**src/rtl/matrix_3x3_pkg.sv**
```systemverilog
// Shared definitions for the matrix_3x3 line pipeline.
// Provides default pixel/line geometry and the line-reader FSM state type.
`timescale 1ns/1ps
package matrix_3x3_pkg;

    localparam int unsigned PIXEL_WIDTH = 10;
    localparam int unsigned LINE_LEN    = 16;

    typedef enum logic [1:0] {
        IDLE  = 2'd0,
        READ  = 2'd1,
        DRAIN = 2'd2
    } rd_state_e;

endpackage

```
**src/rtl/rd_skid_buf.sv**
```systemverilog
// Small register FIFO that absorbs returned FIFO reads ahead of the stream port.
// Entry 0 is always the head, so the head word and its valid come straight
// from flops.
// Ports:
//   clk, rst_n            clock, async active-low reset
//   push, push_data       write one entry
//   pop                   remove the head entry (may coincide with push, even when full)
//   head_data, head_valid current head entry
//   occupancy             number of valid entries
`timescale 1ns/1ps
module rd_skid_buf #(
    parameter int unsigned WIDTH = 11,
    parameter int unsigned DEPTH = 2
) (
    input  logic                           clk,
    input  logic                           rst_n,
    input  logic                           push,
    input  logic [WIDTH-1:0]               push_data,
    input  logic                           pop,
    output logic [WIDTH-1:0]               head_data,
    output logic                           head_valid,
    output logic [$clog2(DEPTH+1)-1:0]     occupancy
);

    localparam int unsigned CNT_W = $clog2(DEPTH + 1);

    logic [WIDTH-1:0] mem_q [DEPTH];
    logic [WIDTH-1:0] mem_d [DEPTH];
    logic [DEPTH-1:0] vld_q;
    logic [DEPTH-1:0] vld_d;
    logic [CNT_W-1:0] cnt_q;
    logic [CNT_W-1:0] cnt_d;
    logic [CNT_W-1:0] base;

    // Shift toward the head on pop, then write the new word just past the survivors.
    always_comb begin
        base  = cnt_q - CNT_W'(pop);
        cnt_d = base + CNT_W'(push);
        for (int i = 0; i < int'(DEPTH) - 1; i++) begin
            mem_d[i] = pop ? mem_q[i+1] : mem_q[i];
        end
        mem_d[DEPTH-1] = pop ? '0 : mem_q[DEPTH-1];
        for (int i = 0; i < int'(DEPTH); i++) begin
            if (push && (base == CNT_W'(i))) begin
                mem_d[i] = push_data;
            end
        end
        // Empty slots are zeroed so no stale marker bit can ride on an invalid head.
        for (int i = 0; i < int'(DEPTH); i++) begin
            vld_d[i] = (CNT_W'(i) < cnt_d);
            if (!vld_d[i]) begin
                mem_d[i] = '0;
            end
        end
    end

    // Storage registers.
    always_ff @(posedge clk or negedge rst_n) begin
        if (!rst_n) begin
            for (int i = 0; i < int'(DEPTH); i++) begin
                mem_q[i] <= '0;
            end
            vld_q <= '0;
            cnt_q <= '0;
        end else begin
            for (int i = 0; i < int'(DEPTH); i++) begin
                mem_q[i] <= mem_d[i];
            end
            vld_q <= vld_d;
            cnt_q <= cnt_d;
        end
    end

    assign head_data  = mem_q[0];
    assign head_valid = vld_q[0];
    assign occupancy  = cnt_q;

endmodule

```
**src/rtl/fifo_line_reader.sv**
```systemverilog
// Read-side controller for the matrix_3x3 pixel line FIFOs. A start pulse pops
// exactly LINE_LEN pixels and streams them out with valid/ready and a last flag,
// absorbing the FIFO read latency and downstream backpressure.
// Ports:
//   clk, rst_n                      clock, async active-low reset
//   start                           request one line (ignored while busy)
//   busy, done                      line in progress / one-cycle completion pulse
//   fifo_rd_en                      FIFO pop (combinational)
//   fifo_rd_data, fifo_empty        FIFO read data and empty flag
//   m_data, m_valid, m_last         output stream (registered)
//   m_ready                         downstream ready
`timescale 1ns/1ps
module fifo_line_reader
    import matrix_3x3_pkg::*;
#(
    parameter int unsigned DATA_WIDTH = matrix_3x3_pkg::PIXEL_WIDTH,
    parameter int unsigned LINE_LEN   = matrix_3x3_pkg::LINE_LEN,
    parameter int unsigned RD_LATENCY = 1
) (
    input  logic                  clk,
    input  logic                  rst_n,
    input  logic                  start,
    output logic                  busy,
    output logic                  done,
    output logic                  fifo_rd_en,
    input  logic [DATA_WIDTH-1:0] fifo_rd_data,
    input  logic                  fifo_empty,
    output logic [DATA_WIDTH-1:0] m_data,
    output logic                  m_valid,
    output logic                  m_last,
    input  logic                  m_ready
);

    localparam int unsigned SKID_DEPTH = RD_LATENCY + 1;
    localparam int unsigned CNT_W      = $clog2(LINE_LEN + 1);
    localparam int unsigned OCC_W      = $clog2(SKID_DEPTH + 1);
    localparam int unsigned SUM_W      = OCC_W + 1;
    localparam int unsigned BEAT_W     = DATA_WIDTH + 1;

    rd_state_e             state_q;
    rd_state_e             state_d;
    logic [CNT_W-1:0]      issued_q;
    logic [CNT_W-1:0]      sent_q;
    logic [OCC_W-1:0]      inflight_q;
    logic [OCC_W-1:0]      occ;
    logic [RD_LATENCY-1:0] rv_q;
    logic [RD_LATENCY-1:0] rl_q;
    logic [SUM_W-1:0]      credit_sum;
    logic                  credit_ok;
    logic                  start_ok;
    logic                  last_issue;
    logic                  last_hs;
    logic                  pop;
    logic                  push;
    logic [BEAT_W-1:0]     push_beat;
    logic [BEAT_W-1:0]     head_beat;
    logic                  head_valid;

    assign pop        = head_valid && m_ready;
    assign start_ok   = (state_q == IDLE) && start;
    assign last_issue = (issued_q == CNT_W'(LINE_LEN - 1));
    assign last_hs    = pop && (sent_q == CNT_W'(LINE_LEN - 1));

    // A read may issue only if every word already owed still fits in the buffer;
    // a pop in this cycle frees its slot in time.
    assign credit_sum = SUM_W'(inflight_q) + SUM_W'(occ) - SUM_W'(pop);
    assign credit_ok  = (credit_sum < SUM_W'(SKID_DEPTH));

    assign fifo_rd_en = (state_q == READ) && !fifo_empty
                        && (issued_q < CNT_W'(LINE_LEN)) && credit_ok;

    // Returned data is tagged at issue time with its end-of-line flag.
    assign push      = rv_q[RD_LATENCY-1];
    assign push_beat = {rl_q[RD_LATENCY-1], fifo_rd_data};

    // Next-state logic.
    always_comb begin
        state_d = state_q;
        unique case (state_q)
            IDLE:    if (start) state_d = READ;
            READ:    if (issued_q == CNT_W'(LINE_LEN)) state_d = DRAIN;
            DRAIN:   if (last_hs) state_d = IDLE;
            default: state_d = IDLE;
        endcase
    end

    // State register and registered status outputs.
    always_ff @(posedge clk or negedge rst_n) begin
        if (!rst_n) begin
            state_q <= IDLE;
            busy    <= 1'b0;
            done    <= 1'b0;
        end else begin
            state_q <= state_d;
            busy    <= (state_d != IDLE);
            done    <= (state_q == DRAIN) && last_hs;
        end
    end

    // Issue/accept counters and the read-return tracking pipe.
    always_ff @(posedge clk or negedge rst_n) begin
        if (!rst_n) begin
            issued_q   <= '0;
            sent_q     <= '0;
            inflight_q <= '0;
            rv_q       <= '0;
            rl_q       <= '0;
        end else begin
            if (start_ok) begin
                issued_q <= '0;
                sent_q   <= '0;
            end else begin
                if (fifo_rd_en) issued_q <= issued_q + CNT_W'(1);
                if (pop)        sent_q   <= sent_q + CNT_W'(1);
            end
            inflight_q <= inflight_q + OCC_W'(fifo_rd_en) - OCC_W'(push);
            for (int i = int'(RD_LATENCY) - 1; i > 0; i--) begin
                rv_q[i] <= rv_q[i-1];
                rl_q[i] <= rl_q[i-1];
            end
            rv_q[0] <= fifo_rd_en;
            rl_q[0] <= fifo_rd_en && last_issue;
        end
    end

    rd_skid_buf #(
        .WIDTH (BEAT_W),
        .DEPTH (SKID_DEPTH)
    ) u_skid (
        .clk        (clk),
        .rst_n      (rst_n),
        .push       (push),
        .push_data  (push_beat),
        .pop        (pop),
        .head_data  (head_beat),
        .head_valid (head_valid),
        .occupancy  (occ)
    );

    assign m_valid = head_valid;
    assign m_data  = head_beat[DATA_WIDTH-1:0];
    assign m_last  = head_beat[DATA_WIDTH];

endmodule

```
**config.mk**
```make
export PLATFORM = sky130hd
export DESIGN_NAME = fifo_line_reader
export DESIGN_NICKNAME = d
export VERILOG_FILES = /design/src/rtl/matrix_3x3_pkg.sv /design/src/rtl/rd_skid_buf.sv /design/src/rtl/fifo_line_reader.sv
export SDC_FILE = /design/constraint.sdc
export NUM_CORES = 1
export LEC_CHECK = 0
export CAP_MARGIN = 40
export CORE_UTILIZATION = 30
export CTS_BUF_LIST = sky130_fd_sc_hd__clkbuf_8
export DETAILED_ROUTE_END_ITERATION = 10
export SYNTH_ARGS = -nofsm -noshare
export SYNTH_HDL_FRONTEND = slang
export SYNTH_SLANG_ARGS = --single-unit
export TNS_END_PERCENT = 100
```
**constraint.sdc**
```tcl
create_clock -name clk -period 4.24 [get_ports clk]
set_input_delay 1.272 -clock clk [delete_from_list [all_inputs] [get_ports clk]]
set_output_delay 1.272 -clock clk [all_outputs]
set_load 0.02 [all_outputs]
```
==> flow_summary.json <==
{
  "worst_slew_pin_slew_ns": 0.790,
  "area_growth_pct": 22.2,
  "pin_count": 30,
  "die_h_um": 85.3,
  "critPathBufInv": 2,
  "critical_path.cell_chain": "clkdlybuf4s15_2, a21bo_2, nand2_2, nand2_1, fa_1, or2b_4, nor3_4, buf_6",
  "grt_setup_unrepaired": "no",
  "ir_drop_mv": 0.204,
  "async_flop_share_pct": 100,
  "synth_top_area_share_pct": 51.7,
  "setup_violations": 0,
  "synth_top_cell_by_area": "dfrtp_1",
  "p_leak_nw": 1.14,
  "synth-main-ff-cell": "dfrtp_1",
  "fp.dieArea_sq_um": 7270,
  "drtIter0Drc": 69,
  "htreeDepth": 2,
  "slew_violations": 0,
  "grt_usage_pct": 12.5,
  "synth_nets": 224,
  "placed_cell_area_sq_um": 2440,
  "clock_latency_ns": 0.30,
  "die_w_um": 85.3,
  "power_mw": 0.709,
  "synth_cell_types": 34,
  "grt_max_degree": 37,
  "period_share_pct": 97.9,
  "dp_slack_ns": -0.708,
  "fin_crit_ns": 4.15,
  "worst_setup_path_start_kind": "input pin",
  "n_antenna_cell": 0,
  "multiInputGateArea_sq_um": 863,
  "cts_tree": "built",
  "synth_common_cells": "dfrtp_1 (43), nand2_1 (33), nor2_1 (20), a22o_1 (11), a311oi_1 (11)",
  "synth_edf_count": 0,
  "maxSlewHeadroom_pct": 47.4,
  "tns_ns": 0,
  "synth_warnings": 0,
  "root_buffer": "clkbuf_8",
  "syn_area_sq_um": 2080,
  "cp_max_fo": 4,
  "synthTopCellsByArea": "dfrtp_1 (52%), nand2_1 (6.0%), ha_1 (5.4%)",
  "core.rowCount": 29,
  "drc_errors": 0,
  "postRouteWirelength_um": 4090,
  "start_util_pct": 31.9,
  "antenna_found_initial": 0,
  "gp_congestion": 0.738,
  "worst_slack_ns": 0.0909,
  "hold_viol": 0,
  "max_freq_mhz": 241,
  "fillerInstances": 656,
  "ys_seq_area_share_pct": 51.7,
  "cts_buffer_depth": 2,
  "critPathMaxStageDelay_ns": 0.48,
  "numPortBuffers": 29,
  "post-cts-setup-buffers": 0,
  "hold_path_class": "register to register",
  "core_area_sq_um": 6530,
  "grt_pass1_wl_um": 7100,
  "vias": 1464,
  "required_ns": 2.97,
  "clock_skew_ns": 0.0109,
  "grt_overflow": 0,
  "syn_inst": 199,
  "clock_sinks": 43,
  "cts_buffers": 5,
  "grt_pass1_vias": 1473,
  "cts.clk_slew.worst_paths_ns": 0.08,
  "drt_pre_antenna_iters": 5,
  "register_area_sq_um": 1080,
  "vias_per_cell": 4.80,
  "cts_hold_buf": 0,
  "post_drt_wl_per_cell_um": 13.4,
  "critPathCaptureType": "primary output",
  "syn_avg_cell_area_sq_um": 10.5,
  "fin_area_sq_um": 2540,
  "synth-seq-cells": 43,
  "arrival_ns": 2.88,
  "drive_gt1_share_pct": 13.2,
  "path_class": "input pin to primary output",
  "post-place-cells": 297,
  "status": "completed",
  "yosysMostFrequentCell": "dfrtp_1",
  "ant_nets": 0,
  "post-dp-hpwl_um": 2760,
  "critPathSlowestCell": "fa_1",
  "p_per_area_nw_per_um2": 279,
  "drv_cap": 0,
  "fin_nets": 252,
  "final_cells": 305,
  "crit_family": "simple AND/OR/NAND/NOR gates"
}
-- worst paths after layout --
| path | to | from | slack [ns] | depth (start not counted) |
|---|---|---|---|---|
| worst min-delay path | inflight_q[1]$_DFF_PN0_ | inflight_q[1]$_DFF_PN0_ | 0.48 | 1 |
| worst min register to register | inflight_q[1]$_DFF_PN0_ | inflight_q[1]$_DFF_PN0_ | 0.48 | 1 |
| worst max register to register | inflight_q[1]$_DFF_PN0_ | u_skid.occupancy[1]$_DFF_PN0_ | 1.73 | 9 |
| max in group asynchronous | sent_q[0]$_DFFE_PN0P_ | rst_n | 3.00 | 2 |
| min in group asynchronous | inflight_q[0]$_DFF_PN0_ | rst_n | 0.81 | 1 |
| worst max-delay path | fifo_rd_en | m_ready | 0.09 | 8 |
-- kinds of logic (layout without fill, tap and decap cells) --
| group | count (synthesis) | after routing | share of synthesized area [%] |
|---|---|---|---|
| xor+xnor | 10 | 10 | 4.21 |
| compound gates | 31 | 31 | 11.9 |
| mux | 2 | 2 | 0.962 |
| flops | 43 | 43 | 51.7 |
| fa+ha+maj | 10 | 10 | 6.37 |
| simple gates | 75 | 75 | 17.8 |
| buf+inv | 28 | 57 | 7.04 |
-- metal layers --
| metal | up-vias | track usage (%) | part of all wire [%] |
|---|---|---|---|
| met5 | - | 0 | 0 |
| met1 | 697 | 17.0 | 52 |
| met3 | 7 | 3.50 | 4.6 |
| met2 | 33 | 19.4 | 43 |
| li1 | 727 | - | - |
| met4 | 0 | 3.64 | 1.1 |
-- state kept, by name, summed over array words and instances, names as in the netlist, 2 cells and up --
signal            cells
u_skid.mem_q         11
state_q               2
inflight_q            2
issued_q              5
u_skid.head_data     11
u_skid.occupancy      2
sent_q                5
-- layout by cell type, fill, tap and decap left out, types with 2 or more instances in the layout --
cell | synthesis | routed
dfrtp_1 | 43 | 43
buf_4 | 10 | 9
and3_1 | 2 | 2
clkinv_4 | 0 | 2
mux2i_1 | 2 | 2
nand3_1 | 3 | 3
xnor2_1 | 7 | 7
ha_1 | 9 | 9
nand4_1 | 3 | 3
xor2_1 | 3 | 3
nand2_1 | 33 | 32
inv_1 | 10 | 10
a21oi_1 | 5 | 5
nand2b_1 | 3 | 3
clkbuf_8 | 0 | 5
nor2_1 | 20 | 20
clkdlybuf4s50_1 | 0 | 26
a311oi_1 | 11 | 11
a22o_1 | 11 | 11
-- worst register-to-register path, cell delays in order (launching register included) --
cell and delay (ns):
dfrtp_1 0.42, inv_1 0.16, ha_1 0.27, fa_1 0.54, or2b_4 0.27, nor3_4 0.14, buf_4 0.19, ha_1 0.16
xnor2_1 0.13, xnor2_1 0.15
-- power by group --
group          switching [mW]  internal (mW)
Sequential           0.000537          0.410
Combinational          0.0131         0.0145
Clock                   0.153          0.118
-- metrics by stage --
stage	utilization [%]	hold slack, ns
after floorplan	-	0.446
after global placement	37.0	0.462
after detailed placement	37.4	0.464
after CTS	38.9	0.479
after global routing	38.9	0.490
final	38.9	0.483
-- area by class of cell --
type | count | share of cell area, %
Sequential cell | 43 | 42.3
Multi-Input combinational cell | 128 | 34.0
Timing Repair Buffer | 39 | 14.8
Tap cell | 77 | 3.79
Clock buffer | 5 | 2.71
Inverter | 10 | 1.48
Clock inverter | 3 | 0.984
-- timing repair --
item | in CTS | in global routing
pin swaps | 2 | 1
gates resized for setup | 11 | 0
endpoints found under the setup margin | 1 | 1
Note: power is estimated with default switching activity, not from simulation.
